### config.mk
export PLATFORM = sky130hd
export DESIGN_NAME = credit_bcd_converter
export DESIGN_NICKNAME = d
export VERILOG_FILES = /design/src/rtl/credit_bcd_converter.sv
export SDC_FILE = /design/constraint.sdc
export NUM_CORES = 1
export LEC_CHECK = 0
export ABC_AREA = 1
export BUFFER_PORTS_ARGS = -buffer_cell sky130_fd_sc_hd__buf_4
export CAP_MARGIN = 10
export CORE_ASPECT_RATIO = 0.7
export CORE_MARGIN = 2
export CORE_UTILIZATION = 45
export DETAILED_ROUTE_END_ITERATION = 12
export PLACE_DENSITY = 0.67
export SYNTH_ARGS = -nofsm -noshare
export SYNTH_HDL_FRONTEND = slang
export SYNTH_SLANG_ARGS = --single-unit
### constraint.sdc
create_clock -name clk -period 2.4 [get_ports clk]
set_input_delay 0.12 -clock clk [delete_from_list [all_inputs] [get_ports clk]]
set_output_delay 0.12 -clock clk [all_outputs]
set_load 0.005 [all_outputs]
### src/rtl/credit_bcd_converter.sv
// Binary-to-BCD converter for the won/credit display: clamps both totals, runs two
// double-dabble engines in lockstep, and publishes all digits at once on done.

module dd_digit_adj (
  input  logic [3:0] d,
  output logic [3:0] q
);
  assign q = (d >= 4'd5) ? d + 4'd3 : d;
endmodule

// One shift-add-3 engine; NDIG digits of scratch, BIN_W bits of binary shifted in MSB first.
module dd_engine #(
  parameter int BIN_W = 10,
  parameter int NDIG  = 3
) (
  input  logic                clk,
  input  logic                reset,
  input  logic                init,
  input  logic                step,
  input  logic [BIN_W-1:0]    bin,
  output logic [NDIG*4-1:0]   bcd
);
  logic [BIN_W-1:0]  sr;
  logic [NDIG*4-1:0] bcd_q;
  logic [NDIG*4-1:0] adj;

  genvar g;
  generate
    for (g = 0; g < NDIG; g++) begin : g_dig
      dd_digit_adj u_adj (.d(bcd_q[g*4 +: 4]), .q(adj[g*4 +: 4]));
    end
  endgenerate

  always_ff @(posedge clk or posedge reset) begin
    if (reset) begin
      bcd_q <= '0;
      sr    <= '0;
    end else if (init) begin
      bcd_q <= '0;
      sr    <= bin;
    end else if (step) begin
      {bcd_q, sr} <= {adj, sr} << 1;
    end
  end

  assign bcd = bcd_q;
endmodule

module credit_bcd_converter #(
  parameter int WON_MAX    = 99,
  parameter int CREDIT_MAX = 999
) (
  input  logic       clk,
  input  logic       reset,
  input  logic       load,
  input  logic [6:0] won_bin,
  input  logic [9:0] credit_bin,
  output logic       busy,
  output logic       done,
  output logic       sat,
  output logic [3:0] won_amt1,
  output logic [3:0] won_amt2,
  output logic [3:0] credit_amt1,
  output logic [3:0] credit_amt2,
  output logic [3:0] credit_amt3
);
  localparam int ITERS = 10;

  typedef enum logic [1:0] {IDLE, CONV, FINISH} state_t;

  state_t      state;
  logic [3:0]  cnt;
  logic        sat_next;
  logic        init;
  logic        step;
  logic        won_over;
  logic        cred_over;
  logic [6:0]  won_c;
  logic [9:0]  cred_c;
  logic [7:0]  won_bcd;
  logic [11:0] cred_bcd;

  assign won_over  = won_bin > 7'(WON_MAX);
  assign cred_over = credit_bin > 10'(CREDIT_MAX);
  assign won_c     = won_over  ? 7'(WON_MAX)     : won_bin;
  assign cred_c    = cred_over ? 10'(CREDIT_MAX) : credit_bin;

  assign init = (state == IDLE) && load;
  assign step = (state == CONV);

  dd_engine #(.BIN_W(10), .NDIG(2)) u_won (
    .clk(clk), .reset(reset), .init(init), .step(step),
    .bin({3'b000, won_c}), .bcd(won_bcd)
  );

  dd_engine #(.BIN_W(10), .NDIG(3)) u_cred (
    .clk(clk), .reset(reset), .init(init), .step(step),
    .bin(cred_c), .bcd(cred_bcd)
  );

  always_ff @(posedge clk or posedge reset) begin
    if (reset) begin
      state       <= IDLE;
      cnt         <= '0;
      sat_next    <= 1'b0;
      busy        <= 1'b0;
      done        <= 1'b0;
      sat         <= 1'b0;
      won_amt1    <= '0;
      won_amt2    <= '0;
      credit_amt1 <= '0;
      credit_amt2 <= '0;
      credit_amt3 <= '0;
    end else begin
      done <= 1'b0;
      case (state)
        IDLE: begin
          if (load) begin
            sat_next <= won_over | cred_over;
            cnt      <= '0;
            busy     <= 1'b1;
            state    <= CONV;
          end
        end
        CONV: begin
          cnt <= cnt + 4'd1;
          if (cnt == 4'(ITERS - 1)) state <= FINISH;
        end
        FINISH: begin
          // all five digits and sat move on the same edge so the mux never sees a mix
          won_amt1    <= won_bcd[7:4];
          won_amt2    <= won_bcd[3:0];
          credit_amt1 <= cred_bcd[11:8];
          credit_amt2 <= cred_bcd[7:4];
          credit_amt3 <= cred_bcd[3:0];
          sat         <= sat_next;
          done        <= 1'b1;
          busy        <= 1'b0;
          state       <= IDLE;
        end
        default: state <= IDLE;
      endcase
    end
  end
endmodule

======== Word level (Yosys, flattened, before mapping) ========
Index checks and enable logic that the tools add are counted.
word-level totals
  register bits ........................... 70
  bits in latches ......................... 0
  memory bits (writable) .................. 0
  bits in read-only memories .............. 0
  input bits .............................. 20
  output and inout bits ................... 23
  word-level logic and storage cells ...... 66
  memories ................................ 0
operators by class
  add/subtract/negate cells ............... 6
  multipliers ............................. 0
  divide/modulo/power cells ............... 0
  magnitude comparators ................... 7
  eq/ne operators ......................... 5
  shift-type cells ........................ 0
  multiplexer cells ....................... 23
  bitwise gates (word level) .............. 1
  reduce and logical (&&, ||, !) cells .... 9
operators by type and width
  cell                    number
  $mux W10                5
  $mux W12                2
  $ge A4 B3 Y1 const B    5
  $mux W4                 4
  $mux W8                 2
  $add A4 B2 Y4 const B   3
  $gt A10 B10 Y1 const B  1
  $pmux W4 S2             1
  $reduce_and A2 Y1       4
  $gt A7 B7 Y1 const B    1
  $mux W7                 1
  $add A3 B2 Y3 const B   2
  $mux W3                 2
  $reduce_bool A2 Y1      3
  $add A4 B1 Y4 const B   1
  $eq A4 B4 Y1 const B    1
  $mux W2                 2
  $pmux W2 S2             1
  $eq A2 B1 Y1 const B    1
  $eq A2 B2 Y1 const B    1
  $logic_not A2 Y1        1
  $mux W1                 2
  $ne A2 B1 Y1 const B    1
  $ne A2 B2 Y1 const B    1
  3 further kinds         3

======== Depth between registers and ports, before layout ========
Gate-level depths: netlist (run 1).
  depth in word-level cells ............... 4
  mapped depth ............................ 8
  gate-level depth less buffers ........... 8

======== Cells and area by module ========
From an unflattened synthesis (run 1), not the netlist that was laid out.
second synthesis, totals
  cells, all modules ...................... 481
  area total of the unflattened synthesis .. 3,783.6 sq um
modules (own cells, without submodules)
  module                times used  cells an instance  area an instance (sq um)  seq. area each (sq um)
  credit_bcd_converter  1           170                1,352.5                   750.7
  dd_engine (u_cred)    1           107                959.7                     550.5
  dd_engine (u_won)     1           89                 795.8                     450.4
  dd_digit_adj          5           23                 135.1                     0.0

======== Worst setup path before layout (run 1) ========
No wires, ideal clock.
  path type ............................... register -> register
  start point ............................. register state[0]
  end point ............................... register u_cred.sr[4]
  library setup time ...................... 120 ps
  arrival time ............................ 1,008 ps
  data required time ...................... 2,280 ps
  slack ................................... 1,272 ps
  cell stages (with the launch flop) ...... 6
  buffers on the path ..................... 1
  period minus slack after synthesis ...... 1,128 ps
  cells stage by stage .................... dfrtp_1 -> o21ai_2 -> buf_2 -> nand2_1 -> nand2_1 -> a21oi_1
between the ends
  word-level cells in the longest chain between the ends .. 3
  elaborated cells between the ends (all ways) .. 5
  classes of those cells .................. eq/ne (1); mux (1); reduce/logical (3)
RTL lines
  item                                            RTL line  text
  start, declared                                 71        state_t state;
  start signal, assigned                          103       state <= IDLE;
  start signal, assigned                          122       state <= CONV;
  start signal, assigned                          127       if (cnt == 4'(ITERS - 1)) state <= FINISH;
  $logic_not A2 Y1                                88        assign init = (state == IDLE) && load;
  $logic_and A1 B1 Y1                             88
  $mux W10 or $reduce_bool A2 Y1 (tied branches)  n/a
  end signal, assigned                            40        sr <= bin;
  end signal, assigned                            42        {bcd_q, sr} <= {adj, sr} << 1;
  end, declared                                   23        logic [BIN_W-1:0] sr;
Several ways; a longest one is shown, not always the timed one.
A chain may end at the register's enable or synchronous reset.

======== Final worst setup path (run 1) ========
  start point ............................. register state[1]
  end point ............................... register u_cred.sr[4]
The elaborated chain is that of the path after synthesis.

==> results by group, run 1 <==
Status
  • Status: finished, final reports clean

Global route
  • Gr busiest metal: met2
  • First-pass GRT wire length: 11.8 mm
  • Met3 Use GR: 0.0620
  • M1 GR Usage: 0.256
  • Met2 usage: 0.273
  • Gr ovfl total: 0
  • Pin count of the biggest net entering global routing: 71
  • Initial antenna violation count: 0
  • Vias in the first global route: 2554
  • Total GRT Usage: 0.182

Clock network
  • Worst-path clk slew: 0.07 ns
  • Clk_lat worst skew: around 0.34 ns
  • CTS H-tree depth: 3
  • Setup Buffers After CTS: 0
  • Clk sinks: 70
  • Max Buffers Root-to-Sink: 2
  • TritonCTS buffer count: 9
  • Root Driver: clkbuf_8
  • CTS tree: done

Pwr
  • Pwr Density: around 1300 nW/um2
  • Leakage Power: 2.09 nW
  • Peak VDD IR: 0.587 mV

Route
  • DRT Wirelength: about 6.6 mm
  • Post-route ant nets: 0
  • Routed vias/inst: around 4.8
  • DRT Pass-1 Iters: 4
  • Residual DRC: 0
  • DR WL/cell: ~12 um
  • Vias: 2665
  • Drt first-iter violations: between 100 and 150

Placement
  • Place WS: 0.848 ns
  • Detailed placement HPWL: 4.46 mm
  • Post-Place Cells: 534
  • Gpl congestion: around 0.8
  • Buffers on Ports: 42

Cells and area
  • Share of layout cells above drive strength 1: 0.150
  • Nets: just under 500
  • Fin util: 0.554
  • Ant diodes: 0
  • Fin cells: 557
  • FF/Latch Area: approximately 1800 um2
  • Fill count: 684
  • Footprint of the multi-input gates: 1310 um2
  • Area added between synthesis and finish: 20.3%

Floorplan
  • I/O pin cnt: 43
  • Row count: 26
  • Initial core utilization: 0.460
  • Die height: 75.9 um
  • CORE AREA: 7220 um2
  • Die area: 8100 um2
  • Die Wd: 107 um

STA
  • Final TNS setup: 0 ns
  • Clock Skews: slightly above 0.009 ns
  • Fmax: around 640 MHz
  • WHS: 0.0237 ns
  • Slew Limit Fails: 0
  • Final Hold Fails: 0
  • Unrepaired setup endpoints after global routing: false
  • Final period util: 0.648
  • Worst setup margin: 0.844 ns
  • Tmin final: 1.56 ns
  • Worst Tran Pin Value: 0.605 ns
  • Slew HR: 0.596
  • # setup viols final: 0

Yosys
  • Mapped Nets: 436
  • Unique masters post-synth: 23
  • Netlist Area Pre-Place: between 3000 and 4000 um2
  • Mean Syn Cell Area: slightly above 8 um2
  • Yosys warning total: 0
  • Cells after Synth: 404
  • Seq cells post-synth: 70
  • Post-synthesis sequential area ratio: 0.527

Worst setup path
  • Largest delay contributor family on the critical path: buffers and inverters
  • CP cell instances: inv_2 -> nand2_2 -> inv_2 -> nand2_1 -> nand2_1 -> a21oi_1
  • CP max FO: 30
  • Delay of the slowest critical-path stage: 0.46 ns
  • WS Path Type: register to register
  • CP max stage cell: inv_2
  • Worst path arrival time: approximately 1.8 ns
  • Buf/Inv on CP: 2
  • Setup crit end kind: register
  • CP required: about 2.6 ns
  • Critical path launch point type: register

Hold path
  • Hold Path Class: input pin to register

Flow run
  • Max_cap viols: 0
-- worst register-to-register path, delay by kind of cell (launching register included) --
family,cells,cell delay (ns)
compound gates,1,0.04
buf+inv,2,0.59
simple gates,3,0.37
flops,1,0.42
-- synthesized netlist by cell type --
library cell | instances | area, um2
o21ai_2 | 1 | 8.76
nand4_1 | 10 | 62.6
a21oi_1 | 4 | 20.0
buf_2 | 9 | 45.0
dfrtp_1 | 70 | 1750
o21a_1 | 1 | 7.51
buf_4 | 2 | 15.0
nor2_1 | 13 | 48.8
o21ai_1 | 18 | 90.1
inv_1 | 43 | 161
ha_1 | 12 | 150
o21ai_0 | 23 | 115
a31oi_1 | 1 | 6.26
o22ai_1 | 4 | 25.0
o211ai_1 | 2 | 15.0
inv_2 | 5 | 18.8
buf_6 | 2 | 22.5
nand3_1 | 37 | 185
nor2_4 | 2 | 22.5
nand2_2 | 1 | 6.26
or2_0 | 1 | 6.26
a22oi_1 | 1 | 7.51
nand2_1 | 142 | 533
-- path summary, 6_finish.rpt --
kind	start	endpoint	slack (ns)	cells after the start
max	state[1]	u_cred.sr[4]	0.84	6
min	won_bin[2]	u_won.sr[2]	0.02	3
max reg2reg	state[1]	u_cred.sr[4]	0.84	6
min reg2reg	sat	sat	0.48	2
max in group asynchronous	reset	u_cred.bcd[8]	1.69	4
min in group asynchronous	reset	won_amt1[3]	0.39	4
-- metal layers --
layer	vias up	routed length, um
met5	-	0
met4	0	47
met1	1222	3390
met3	4	245
li1	1397	-
met2	42	2890
-- cells in the final DEF (no fill, tap or decap), drive strengths merged --
| cell type | instances |
|---|---|
| nand3 | 37 |
| clkinv | 2 |
| o211ai | 2 |
| nor2 | 15 |
| dlygate4sd3 | 7 |
| a31oi | 1 |
| or2 | 1 |
| o22ai | 4 |
| o21ai | 42 |
| a22oi | 1 |
| inv | 48 |
| ha | 12 |
| bufinv | 2 |
| clkbuf | 12 |
| nand4 | 10 |
| nand2 | 143 |
| o21a | 1 |
| a21oi | 4 |
| buf | 45 |
| dfrtp | 70 |
-- kinds of logic (layout without fill, tap and decap cells) --
logic type / after synthesis / count (layout) / synth area share
AND/OR/NAND/NOR: 206 / 206 / 0.260
AO/OA/AOI/OAI: 55 / 55 / 0.0888
buffers and inverters: 61 / 116 / 0.0790
flip-flops: 70 / 70 / 0.527
adder cells (fa/ha/maj): 12 / 12 / 0.0452
-- through the flow --
| step | power, W | cell area, um2 |
|---|---|---|
| final | 0.00501 | 4000 |
| after CTS | 0.00507 | 4000 |
| after global placement | 0.00393 | 3710 |
| after detailed placement | 0.00401 | 3710 |
| after floorplan | 0.00342 | 3320 |
| after global routing | 0.00554 | 4000 |
-- report_power, final --
group | internal, W | switching [W]
sequential | 0.00168 | 0.000311
combinational | 0.000815 | 0.00117
clock | 0.000611 | 0.000424
-- area by class of cell --
class | instances | area share
flip-flops and latches | 70 | 0.438
multi-input cells | 273 | 0.327
repair buffers | 52 | 0.105
inverters | 48 | 0.0450
clock buffers | 12 | 0.0363
well taps | 98 | 0.0307
clock inverters | 4 | 0.0175
-- registers in the layout (all words and copies together) (netlist names), 2 cells and up --
register and flops:
won_amt2 4, cnt 4, credit_amt3 4, credit_amt1 4
u_won.sr 10, won_amt1 4, u_cred.bcd 12, u_cred.sr 10
u_won.bcd 8, state 2, credit_amt2 4
-- timing repair --
action,4_1_cts,5_1_grt
endpoints found under the setup margin,0,0
hold buffers,7,0
gates resized for setup,0,0
endpoints found under the hold margin,76,0
(Power assumes the default switching activity.)
==> inputs of run 2 (changes only) <==
Settings changed: PLACE_DENSITY 0.67 to 0.69.
Clock period 2.4 ns to 1.4 ns, I/O delays scaled along.
==> run 2 against run 1 <==
  * Hold slack worse by 0.0040 ns
  * Setup slack worse by 0.73 ns
  * Critical path depth unchanged
  * Sequential power up 72%
  * Critical path type unchanged
  * Critical endpoint is now u_cred.sr[5]
  * Highest routed layer unchanged
==> results by group, run 2 (synthesis gave the netlist of run 1 again) <==
Route
  • Post-route ant nets: 0
  • DR WL/cell: 12.1 um
  • DRT Pass-1 Iters: 5
  • DRT Wirelength: 6.92 mm
  • Vias: 2751
  • Routed vias/inst: 4.83
  • Residual DRC: 0
  • Drt first-iter violations: 134

Global route
  • Initial antenna violation count: 0
  • Gr ovfl total: 0
  • Total GRT Usage: 0.186
  • First-pass GRT wire length: about 12 mm
  • Pin count of the biggest net entering global routing: 71
  • Vias in the first global route: ~2700

Placement
  • Placed inst area: approximately 3800 um2
  • Buffers on Ports: 42
  • Gpl congestion: approximately 0.79
  • Detailed placement HPWL: 4.75 mm
  • Post-Place Cells: 540

Status
  • Status: finished, final reports clean

Worst setup path
  • WS Path Type: register to register
  • Worst path arrival time: 1.54 ns
  • CP required: ~1.7 ns
  • Reg2reg start: state[0]
  • CP max FO: 11
  • Setup crit start: state[0]
  • Critical path launch point type: register
  • Setup crit end kind: register

Clock network
  • CTS H-tree depth: 3
  • Clk_lat worst skew: about 0.34 ns
  • CTS tree: done
  • Worst-path clk slew: 0.07 ns
  • Clk sinks: 70
  • Setup Buffers After CTS: 0
  • Max Buffers Root-to-Sink: 2
  • TritonCTS buffer count: 9
  • Root Driver: clkbuf_8

Cells and area
  • Most common cell after layout, fill and taps aside: nand2_1
  • Most frequent cells in the layout: nand2_1, dfrtp_1, buf_4
  • Ant diodes: 0
  • Fin util: 0.570
  • Area added between synthesis and finish: 23.8%
  • Fin cells: 570
  • Fill count: approximately 700
  • Largest register FFs: 12
  • FF/Latch Area: approximately 1800 um2
  • Finished Cell Area: 4120 um2
  • Nets: 501
  • Share of layout cells above drive strength 1: 0.163
  • Footprint of the multi-input gates: ~1300 um2

STA
  • Tmin final: 1.28 ns
  • Clock Skews: 0.00780 ns
  • # setup viols final: 0
  • Worst Tran Pin Value: between 0.3 and 0.4 ns
  • Unrepaired setup endpoints after global routing: false
  • Slew Limit Fails: 0
  • Final Hold Fails: 0
  • Final period util: 0.917
  • Fmax: 779 MHz
  • Slew HR: 0.750

Pwr
  • Power Total: 0.00843 W
  • Pwr Density: 2050 nW/um2
  • Leakage Power: 2.14 nW
  • Peak VDD IR: 1.07 mV

Floorplan
  • Die Wd: 107 um
  • Die area: just over 8000 um2
  • Die height: 75.9 um
  • CORE AREA: 7220 um2
  • Initial core utilization: 0.460
  • Row count: 26
  • I/O pin cnt: 43

Flow run
  • Max_cap viols: 0

Hold path
  • Hold Path Class: input pin to register
  • Hold_sp: credit_bin[2]
==> run 2: worst max-delay path, stage by stage (launching register included) <==
cell      delay (ns)
dfrtp_1         0.47
inv_2           0.10
nand2_1         0.08
nor2_4          0.23
buf_4           0.20
nand2_1         0.05
o211ai_1        0.07
==> run 2: stage by stage <==
step / setup slack (ns) / setup TNS [ns] / hold slack (ns)
after floorplan: 0.272 / 0 / 0.190
after global placement: 0.0829 / 0 / 0.203
after detailed placement: -0.0109 / -0.0109 / 0.206
after CTS: 0.0726 / 0 / 0.0107
after global routing: 0.00625 / 0 / 0.0281
final: 0.116 / 0 / 0.0197
==> run 2: power by group <==
group / internal [W] / total [W] / switching, W
registers: 0.00288 / 0.00343 / 0.000547
clock network: 0.000667 / 0.00137 / 0.000698
logic: 0.00156 / 0.00364 / 0.00208
==> run 2: final timing paths <==
check | to | slack [ns] | cells past startpoint
worst max-delay path | u_cred.sr[5] | 0.12 | 6
worst min-delay path | u_cred.sr[2] | 0.02 | 5
worst max register to register | u_cred.sr[5] | 0.12 | 6
worst min register to register | credit_amt1[3] | 0.49 | 2
max in group asynchronous | u_cred.sr[6] | 0.71 | 4
min in group asynchronous | u_won.bcd[1] | 0.37 | 4
==> run 2: cell type report <==
type                            count  area share
Sequential cell                    70       0.426
Tap cell                           98      0.0298
Timing Repair Buffer               67       0.141
Clock inverter                      2     0.00243
Multi-Input combinational cell    273       0.321
Clock buffer                       12      0.0353
Inverter                           48      0.0453
==> run 2: repair_timing <==
| item | in CTS | in global routing |
|---|---|---|
| hold endpoints to repair | 85 | 0 |
| resized for setup | 1 | 4 |
| pin swaps | 0 | 0 |
| hold buffers | 16 | 0 |
| setup endpoints to repair | 1 | 5 |
==> run 2: per-layer routing <==
metal  vias up  routed length (um)  track usage  share of wire
li1       1425                   -            -              -
met1      1277                3440        0.244           0.50
met2        43                3180        0.295           0.46
met3         6                 251       0.0551          0.036
met4         0                  52       0.0636         0.0075
met5         -                   0            0              0
==> inputs of run 3 (changes only) <==
Settings changed: CORE_MARGIN 2 to unset, PLACE_DENSITY 0.69 to 0.68, SYNTH_HIERARCHICAL set to 1.
==> run 3 against run 2 <==
  * Global-route usage up 0.63 points
  * Register-to-register slack worse by 0.07 ns
  * Highest routed layer unchanged
  * First-iteration DRC count shrank 0.75%
  * Largest cell class unchanged
  * Design area increased by 11%
  * Combinational power rose by 6.6%
  * Die area rose by 7.0%
==> results by group, run 3 <==
STA
  • Tmin final: 1.35 ns
  • Slew Limit Fails: 0
  • # setup viols final: 0
  • WHS: 0.0359 ns
  • Worst setup margin: 0.0489 ns
  • Fmax: roughly 740 MHz
  • Final period util: 0.965
  • Final Hold Fails: 0
  • Clock Skews: 0.00341 ns

Worst setup path
  • Setup crit end kind: register
  • Critical path launch point type: register
  • CP max FO: 22
  • CP required: 1.59 ns
  • Worst path arrival time: 1.55 ns
  • WS Path Type: register to register

Clock network
  • Worst-path clk slew: 0.05 ns
  • CTS tree: done
  • Root Driver: clkbuf_16
  • Clk sinks: 70
  • Max Buffers Root-to-Sink: 2
  • TritonCTS buffer count: 9
  • Clk_lat worst skew: 0.32 ns
  • CTS H-tree depth: 3

Yosys
  • Mean Syn Cell Area: 7.92 um2
  • Netlist Area Pre-Place: 3730 um2
  • Yosys warning total: 6
  • Cells after Synth: 471

Cells and area
  • Nets: between 500 and 600
  • Most frequent cells in the layout: nand2_1, dfrtp_1, nand3_1
  • Area added between synthesis and finish: 22.0%
  • Ant diodes: 0
  • Share of layout cells above drive strength 1: 0.228
  • Fin util: 0.573
  • Most common cell after layout, fill and taps aside: nand2_1
  • Largest register FFs: 12

Global route
  • First-pass GRT wire length: 13.3 mm
  • Gr ovfl total: 0
  • Initial antenna violation count: 0
  • Pin count of the biggest net entering global routing: 31
  • Vias in the first global route: approximately 2900
  • Total GRT Usage: 0.192

Placement
  • Detailed placement HPWL: 5.46 mm
  • Buffers on Ports: 42
  • Place WS: 0.00470 ns
  • Gpl congestion: 0.814

Floorplan
  • CORE AREA: approximately 7900 um2
  • Die height: about 80 um
  • Initial core utilization: 0.470
  • Die area: 8670 um2
  • I/O pin cnt: 43
  • Die Wd: ~110 um
  • Row count: 27

Status
  • Status: finished, final reports clean

Pwr
  • Power Total: roughly 0.0092 W
  • Peak VDD IR: between 1 and 1.5 mV
  • Leakage Power: 2.45 nW
  • Pwr Density: 2010 nW/um2

Route
  • Routed vias/inst: approximately 4.8
  • DR WL/cell: ~12 um
  • Vias: 3051
  • Residual DRC: 0
  • Drt first-iter violations: 133
  • DRT Pass-1 Iters: 4
  • Post-route ant nets: 0
  • DRT Wirelength: 7.82 mm

Flow run
  • Max_cap viols: 0

Hold path
  • Hold Path Class: input pin to register
## run 3: worst paths after layout
path | start | endpoint | slack, ns | cells after the start
hold reg to reg | u_won/sr[9] | u_won/sr[9] | 0.48 | 2
min in group asynchronous | reset | u_won/sr[3] | 0.34 | 4
hold / removal | won_bin[0] | u_won/sr[0] | 0.04 | 4
setup / recovery | state[1] | u_cred/sr[2] | 0.05 | 8
setup reg to reg | state[1] | u_cred/sr[2] | 0.05 | 8
max in group asynchronous | reset | credit_amt1[0] | 0.68 | 4
## run 3: where the power goes
group | internal [W] | switching [W] | leakage, nW
sequential | 0.00275 | 0.000560 | 0.921
combinational | 0.00170 | 0.00217 | 1.40
clock | 0.00122 | 0.000760 | 0.128
total | 0.00568 | 0.00349 | 2.45
## run 3: final cells by class
class / instances / area (um2)
Fill cell: 728 / 3390
Sequential cell: 70 / 1750
Multi-Input combinational cell: 340 / 1660
Timing Repair Buffer: 71 / 603
Clock buffer: 12 / 246
Inverter: 40 / 155
Tap cell: 101 / 126
Clock inverter: 2 / 10.0
## run 3: critical path: stages (launching register included)
cell     delay [ns]
dfrtp_1        0.42
nor2_1         0.13
nand2_2        0.06
inv_1          0.11
buf_4          0.16
nor2_4         0.05
buf_12         0.15
nand2_1        0.07
nand3_1        0.08
## run 3: timing repair
action / CTS / global route
endpoints found under the hold margin: 77 / 0
resized for setup: 1 / 8
hold buffers: 8 / 0
pin swaps: 0 / 3
setup endpoints to repair: 1 / 24
buffers inserted: 0 / 2
## run 3: per-stage QoR
stage / cells / cell area, um2 / setup TNS, ns
after CTS: 634 / 4530 / 0
after global placement: 612 / 4190 / 0
after detailed placement: 612 / 4190 / 0
after global routing: 636 / 4550 / -0.0126
after floorplan: 473 / 3740 / 0
final: 636 / 4550 / 0
## run 3: layer usage
| metal | routed length (um) | track usage |
|---|---|---|
| met1 | 3810 | 0.264 |
| met2 | 3630 | 0.304 |
| met3 | 341 | 0.0556 |
| met4 | 36 | 0.0387 |
| met5 | 0 | 0 |
